[config.mk]
export PLATFORM = sky130hd
export DESIGN_NAME = pc_fetch_unit
export DESIGN_NICKNAME = d
export VERILOG_FILES = /design/src/rtl/cpu_pkg.sv /design/src/rtl/pc_next_calc.sv /design/src/rtl/pc_fetch_unit.sv
export SDC_FILE = /design/constraint.sdc
export NUM_CORES = 1
export LEC_CHECK = 0
export BUFFER_PORTS_ARGS = -buffer_cell sky130_fd_sc_hd__buf_2
export CORE_ASPECT_RATIO = 2
export CORE_MARGIN = 1.5
export CORE_UTILIZATION = 54
export CTS_BUF_LIST = sky130_fd_sc_hd__clkbuf_8
export DETAILED_ROUTE_END_ITERATION = 7
export GPL_TIMING_DRIVEN = 0
export PLACE_DENSITY = 0.8
export REMOVE_ABC_BUFFERS = 1
export SLEW_MARGIN = 20
export SYNTH_ARGS = -nofsm -noshare
export SYNTH_HDL_FRONTEND = slang
export SYNTH_HIERARCHICAL = 1
export SYNTH_SLANG_ARGS = --single-unit
[constraint.sdc]
create_clock -name clk -period 4.7 [get_ports clk]
set_clock_uncertainty 0.05 [all_clocks]
set_input_delay 0.235 -clock clk [delete_from_list [all_inputs] [get_ports clk]]
set_output_delay 0.235 -clock clk [all_outputs]
set_load 0.01 [all_outputs]
[src/rtl/cpu_pkg.sv]
// Shared definitions for the 8-bit single-cycle CPU front end.
package cpu_pkg;

  localparam int unsigned DEF_PC_W     = 32;
  localparam int unsigned DEF_INSTR_W  = 32;
  localparam int unsigned DEF_OFFSET_W = 8;
  localparam int unsigned INSTR_BYTES  = 4;
  localparam logic [31:0] DEF_RESET_PC = 32'h0000_0000;

  typedef enum logic [1:0] {
    IDLE,
    FETCH,
    ISSUE
  } fetch_state_e;

endpackage

[src/rtl/pc_next_calc.sv]
// Next-PC computation: sequential step or taken jump/BEQ target.
// Offsets count instructions, so they are scaled to bytes before the add.
module pc_next_calc
  import cpu_pkg::*;
#(
  parameter int unsigned PC_W     = DEF_PC_W,
  parameter int unsigned OFFSET_W = DEF_OFFSET_W
) (
  input  logic [PC_W-1:0]     pc,
  input  logic [OFFSET_W-1:0] offset,
  input  logic                jump,
  input  logic                branch,
  input  logic                zero,
  output logic [PC_W-1:0]     pc_plus4,
  output logic [PC_W-1:0]     next_pc
);

  localparam int unsigned ShAmt = $clog2(INSTR_BYTES);

  logic [PC_W-1:0] offset_ext;

  // Sign-extend the offset and pick the fall-through or taken target; wraps mod 2^PC_W.
  always_comb begin
    offset_ext = PC_W'($signed(offset));
    pc_plus4   = pc + PC_W'(INSTR_BYTES);
    next_pc    = pc_plus4;
    if (jump || (branch && zero)) begin
      next_pc = pc_plus4 + (offset_ext << ShAmt);
    end
  end

endmodule

[src/rtl/pc_fetch_unit.sv]
// Instruction-fetch stage: owns the PC, fetches from instruction memory with a
// req/valid handshake and hands each word to the decoder with valid/ready.
// Optional build macro FETCH_COUNT_EN adds a saturating retired_count output.
module pc_fetch_unit
  import cpu_pkg::*;
#(
  parameter int unsigned      PC_W     = DEF_PC_W,
  parameter int unsigned      INSTR_W  = DEF_INSTR_W,
  parameter int unsigned      OFFSET_W = DEF_OFFSET_W,
  parameter logic [PC_W-1:0]  RESET_PC = PC_W'(DEF_RESET_PC)
) (
  input  logic                clk,
  input  logic                reset,
  output logic                imem_req,
  output logic [PC_W-1:0]     imem_addr,
  input  logic                imem_valid,
  input  logic [INSTR_W-1:0]  imem_instr,
  output logic [INSTR_W-1:0]  instr,
  output logic                instr_valid,
  input  logic                instr_ready,
  input  logic                jump,
  input  logic                branch,
  input  logic                zero,
  input  logic [OFFSET_W-1:0] offset,
  output logic [PC_W-1:0]     pc,
`ifdef FETCH_COUNT_EN
  output logic [15:0]         retired_count,
`endif
  output logic [PC_W-1:0]     pc_plus4
);

  fetch_state_e       state_q, state_d;
  logic [PC_W-1:0]    pc_q, pc_d;
  logic [INSTR_W-1:0] instr_q, instr_d;
  logic               imem_req_q;
  logic               instr_valid_q;
  logic               issue_fire;
  logic [PC_W-1:0]    next_pc;

  pc_next_calc #(
    .PC_W     (PC_W),
    .OFFSET_W (OFFSET_W)
  ) u_pc_next_calc (
    .pc       (pc_q),
    .offset   (offset),
    .jump     (jump),
    .branch   (branch),
    .zero     (zero),
    .pc_plus4 (pc_plus4),
    .next_pc  (next_pc)
  );

  // Next-state logic: advance the PC only when the decoder takes the instruction.
  always_comb begin
    state_d    = state_q;
    pc_d       = pc_q;
    instr_d    = instr_q;
    issue_fire = 1'b0;
    unique case (state_q)
      IDLE: begin
        state_d = FETCH;
      end
      FETCH: begin
        if (imem_valid) begin
          instr_d = imem_instr;
          state_d = ISSUE;
        end
      end
      ISSUE: begin
        if (instr_ready) begin
          issue_fire = 1'b1;
          pc_d       = next_pc;
          state_d    = FETCH;
        end
      end
      default: begin
        state_d = IDLE;
      end
    endcase
  end

  // State and registered outputs; handshake flags are precomputed from the next state.
  always_ff @(posedge clk) begin
    if (reset) begin
      state_q       <= IDLE;
      pc_q          <= RESET_PC;
      instr_q       <= '0;
      imem_req_q    <= 1'b0;
      instr_valid_q <= 1'b0;
    end else begin
      state_q       <= state_d;
      pc_q          <= pc_d;
      instr_q       <= instr_d;
      imem_req_q    <= (state_d == FETCH);
      instr_valid_q <= (state_d == ISSUE);
    end
  end

`ifdef FETCH_COUNT_EN
  logic [15:0] retired_q;

  // Count accepted instructions, holding at all-ones instead of wrapping.
  always_ff @(posedge clk) begin
    if (reset) begin
      retired_q <= '0;
    end else if (issue_fire && (retired_q != 16'hFFFF)) begin
      retired_q <= retired_q + 16'd1;
    end
  end

  assign retired_count = retired_q;
`endif

  assign imem_req    = imem_req_q;
  assign imem_addr   = pc_q;
  assign instr       = instr_q;
  assign instr_valid = instr_valid_q;
  assign pc          = pc_q;

endmodule

Yosys cells after proc, flatten, opt, wreduce, memory -nomap -nowiden
Index checks and enable logic that the tools add are counted.
{"block": "op_classes", "reduce_logical": 5, "mux": 4, "add_sub_neg": 2, "n_eq_ne": 4}
{"cell": "$add 32x3->32 const B", "count": 1}
{"cell": "$add 32x32->32", "count": 1}
{"cell": "$mux 32", "count": 1}
{"cell": "$pmux 2 s3", "count": 1}
{"cell": "$eq 2x1->1 const B", "count": 2}
{"cell": "$eq 2x2->1 const B", "count": 2}
{"cell": "$mux 2", "count": 2}
{"cell": "$reduce_and 2->1", "count": 2}
{"cell": "$logic_not 2->1", "count": 1}
{"cell": "$logic_and 1x1->1", "count": 1}
{"cell": "$logic_or 1x1->1", "count": 1}
{"block": "word_totals", "wordCells": 20, "inputBits": 47, "ff_bits": 68}

Longest topological paths before layout
{"block": "logic_depth", "word_depth": 3, "depth_mapped": 18, "ltp_nobuf": 17}

Cells and area by module
The synthesis kept the hierarchy.
{"module": "pc_fetch_unit", "cells_each": 323, "area_each_um2": 3283.1, "seq_area_each_um2": 1361.3, "n_inst": 1}
{"module": "pc_next_calc", "cells_each": 379, "area_each_um2": 2531.2, "seq_area_each_um2": 0.0, "n_inst": 1}

Least setup slack after synthesis
No wires, ideal clock.
{"block": "synth_path", "kind": "flip-flop to flip-flop", "start": "register pc_q[2], in the netlist imem_addr[2]", "end": "register pc_q[31], in the netlist imem_addr[31]", "setup_time_ns": 0.072, "period_less_slack_ns": 3.918, "path_buffers": 1, "arrival_time_ns": 3.796, "path_stages_with_launch": 18, "setup_slack_ns": 0.782, "required_time_ns": 4.578, "cell_sequence": "dfxtp_1 > ha_1 > and2_1 > nand4_1 > nor4_1 > nand3_1 > xnor2_1 > ha_1 > buf_2 > nand2_1 > o21ai_0 > nor4_1 > o41a_1 > and4_1 > nor4_2 > xnor2_1 > nand2b_1 > mux2i_1"}
{"block": "synth_between", "elab_chain_len": 3}
{"element": "start, declared", "line_no": "pc_fetch_unit.sv:33", "text": "logic [PC_W-1:0] pc_q, pc_d;"}
{"element": "start signal, assigned", "line_no": "pc_fetch_unit.sv:92", "text": "pc_q <= pc_d;"}
{"element": "$add 32x3->32", "line_no": "pc_next_calc.sv:25", "text": "pc_plus4 = pc + PC_W'(INSTR_BYTES);"}
{"element": "named net pc_plus4[26]", "line_no": "pc_fetch_unit.sv:29", "text": "output logic [PC_W-1:0] pc_plus4"}
{"element": "$add 32x32->32", "line_no": "pc_next_calc.sv:28", "text": "next_pc = pc_plus4 + (offset_ext << ShAmt);"}
{"element": "$mux 32", "line_no": "pc_next_calc.sv:27", "text": "if (jump || (branch && zero)) begin"}
{"element": "named net next_pc[31]", "line_no": "pc_fetch_unit.sv:38", "text": "logic [PC_W-1:0] next_pc;"}
The timed path passes the listed nets, and every way through them passes these cells.
A chain may end at the register's enable or synchronous reset.

Worst setup path after layout
{"block": "layout_path", "start": "register pc_q[2], in the netlist imem_addr[2]", "end": "register pc_q[31], in the netlist imem_addr[31]"}
{"block": "layout_between", "elab_chain_len": 3}
{"element": "$add 32x3->32 (*)", "line_no": "pc_next_calc.sv:25"}
{"element": "$add 32x32->32", "line_no": "pc_next_calc.sv:28"}
{"element": "$mux 32 (*)", "line_no": "pc_next_calc.sv:27"}
{"element": "named net next_pc[31]", "line_no": "pc_fetch_unit.sv:38"}
Mark *: on every way through the listed nets, which the timed path passes. The rest lies on a longest branch.

==> impl_metrics.yaml <==
final_layout:
  drive_above_1_share: 0.264
  num_antenna_cells: 0
  fin_area_mm2: 0.00670
  fin_nets: 910
  num-fill-cells: 977
  syn2layout_area_growth_pct: 15.2
  finish.utilization: 0.639
power:
  power_switching_w: 0.000421
  p_seq_frac: 0.439
  p_comb_frac: 0.208
  irDropWorstVdd_v: 0.000237
  power_density_mw_per_mm2: 208
  p_clk_frac: 0.353
  swShare: 0.302
  intPower_w: 0.000976
  p_leak_nw: 3.15
critical_path:
  crit_path_end: "imem_addr[31]$_SDFFE_PP0P_"
  crit_required_ns: 4.92
  reg2regPathDepth: 16
  worst-path-max-fanout: 9
  r2r_setup_slack_ns: 0.16
  crit-reg2reg-capture: "imem_addr[31]$_SDFFE_PP0P_"
  worstReg2RegStart: "imem_addr[2]$_SDFFE_PP0P_"
  cp-end-kind: "flip-flop"
  crit_start: "imem_addr[2]$_SDFFE_PP0P_"
  critPathKind: "reg2reg"
  cp.arrival_ns: 4.76
  crit_path_start_kind: "flip-flop"
routing:
  routedWlPerCell_um: 15.2
  ant_nets: 0
  routed_wl_um: 14700
  wl_met2_um: 8140
  viasPerCell: 5.51
  route.detailed.drc: 0
  wl_met1_um: 5330
  dr_wl_met3_um: 634
  top_layer: "met4"
  drtPass1Iterations: 5
  drt_iter0_markers: 304
  vias: 5338
logic_synthesis:
  yosys.area.top_type_share: 0.234
  syn_area_mm2: 0.00581
  synth_top_cell_by_area: "dfxtp_1"
  ys_types: 54
  syn_area_per_cell_um2: 8.28
  ys.flop_type: "dfxtp_1"
  synth_area_leaders: "dfxtp_1, nand2b_1, mux2i_1"
  ys_seq_area_frac: 0.234
  synthArstFlopShare: 0
  ys_top_cells_by_count: "nand2b_1, dfxtp_1, mux2i_1, a21oi_1, nand2_1"
  syn_inst: 702
  synth-edff-count: 0
  ys_warn_count: 6
  yosysMostFrequentCell: "nand2b_1"
  ys_ff_latch: 68
timing:
  fin_ws_ns: 0.162
  worst_slew_pin_slew_ns: 0.888
  final.min_clock_period_ns: 4.54
  final-max-slew-violation-count: 0
  setup_viol: 0
  max_freq_mhz: 220
  holdWs_ns: 0.0910
  hold_viol: 0
  rsz0062_at_grt: "false"
  post-route-period-util: 0.965
  relSlewSlack: 0.408
clock_network:
  cts.reportedPaths.clkPinSlew_ns: 0.08
  clkLatencyLatePin_ns: 0.34
  numCtsBuffers: 9
  cts_tree: "done"
  holdBufCountCts: 0
  h-tree-depth: 3
  cts_sinks: 68
  root_buffer: "clkbuf_8"
  clk_path_buf_depth: 2
die:
  start_util: 0.555
  top_level_ports: 177
  die_x_um: 76.4
  die_h_um: 150
  fp.dieArea_mm2: 0.0114
  row_count: 53
  core_area_mm2: 0.0105
place:
  placed_area_mm2: 0.00644
  dp_hpwl_um: 11100
  pre_cts_slack_ns: -0.00574
  gp_congestion: 0.944
  port_buffers: 176
min_path:
  hp-start: "imem_instr[9]"
  hold_path_class: "in2reg"
flow_run:
  max-cap-violations: 0
global_routing:
  antenna_found_initial: 0
  grt_max_degree: 133
  grt_usage: 0.255
  grt_pass1_wl_um: 23700
  grt-ovfl-total: 0
  grt_pass1_vias: 5340
outcome:
  status: "completed"
==> worst min path at each step <==
stage                                   to  slack (ns)  depth (start not counted)
CTS                  instr[9]$_SDFFE_PP0P_        0.08                          3
detailed placement   instr[3]$_SDFFE_PP0P_        0.41                          2
finish               instr[9]$_SDFFE_PP0P_        0.09                          3
global route         instr[9]$_SDFFE_PP0P_        0.09                          3
global placement    instr[24]$_SDFFE_PP0P_        0.41                          2
floorplan              imem_req$_SDFF_PP0_        0.25                          1
==> placed cells by master, fill, tap and decap left out, drive strengths merged, types with 5 or more instances in the layout <==
cell type	netlist	final
nand4	12	12
mux2i	66	66
nand2b	130	130
nand2	43	43
o21ai	24	24
nand3	19	19
ha	36	36
dfxtp	68	68
buf	48	182
xnor2	34	34
and4	5	5
xor2	18	18
a21o	14	14
a21oi	47	47
and3	6	6
nor2	42	42
clkbuf	21	9
nor3	6	6
a211oi	6	6
inv	9	10
==> power groups by stage <==
stage / Clock [W] / Combinational [W] / Sequential, W
after floorplan: 0 / 0.000178 / 0.000635
after global placement: 0 / 0.000279 / 0.000624
after detailed placement: 0 / 0.000289 / 0.000626
after CTS: 0.000509 / 0.000290 / 0.000613
after global routing: 0.000536 / 0.000320 / 0.000616
final: 0.000493 / 0.000291 / 0.000613
==> flip-flops by register name, summed over array words and instances (netlist names) <==
name,flops
imem_addr,32
instr_valid,1
state_q,2
instr,32
imem_req,1
==> critical path, cell delays in order, from the launching register on <==
cell and delay [ns]:
dfxtp_1 0.52, ha_1 0.32, and2_1 0.25, nand4_1 0.26
nor4_4 0.41, nand3_1 0.17, xnor2_2 0.19, ha_1 0.44
nand2_1 0.08, o21ai_0 0.25, nor4_1 0.10, o41a_1 0.48
and4_1 0.23, nor4_2 0.32, xnor2_1 0.16, nand2b_1 0.07
mux2i_1 0.14
==> stage by stage <==
stage	TNS [ns]	std cells	total power [W]
after floorplan	0	633	0.000813
after global placement	0	946	0.000904
after detailed placement	-0.00574	949	0.000915
after CTS	0	965	0.00141
after global routing	0	968	0.00147
final	0	968	0.00140
==> cells by family (layout without fill, tap and decap cells) <==
logic type | after synthesis | after routing | synth area share
adder cells (fa/ha/maj) | 37 | 37 | 0.0809
flip-flops | 68 | 68 | 0.234
AND/OR/NAND/NOR | 282 | 282 | 0.269
multiplexers | 66 | 66 | 0.114
AO/OA/AOI/OAI | 119 | 119 | 0.133
XOR/XNOR | 52 | 52 | 0.0783
buffers and inverters | 78 | 207 | 0.0904
==> routing by layer <==
metal / global-route usage / vias up
met5: 0 / -
met4: 0.158 / 0
met3: 0.0317 / 47
met2: 0.494 / 197
met1: 0.252 / 2460
li1: - / 2634
==> layout make-up <==
cell class,instances,area [um^2],area share
clock inverter,7,75.1,0.0112
sequential,68,1360,0.203
tap,137,171,0.0256
timing repair buffer,182,957,0.143
multi-input combinational,556,3980,0.594
clock buffer,9,124,0.0185
inverter,9,33.8,0.00504
==> repair_timing <==
| action | CTS | global route |
|---|---|---|
| setup buffers | 0 | 3 |
| hold endpoints to repair | 0 | 0 |
| resized for setup | 2 | 4 |
| setup endpoints to repair | 1 | 1 |
Power figures use the tool's default switching activity.
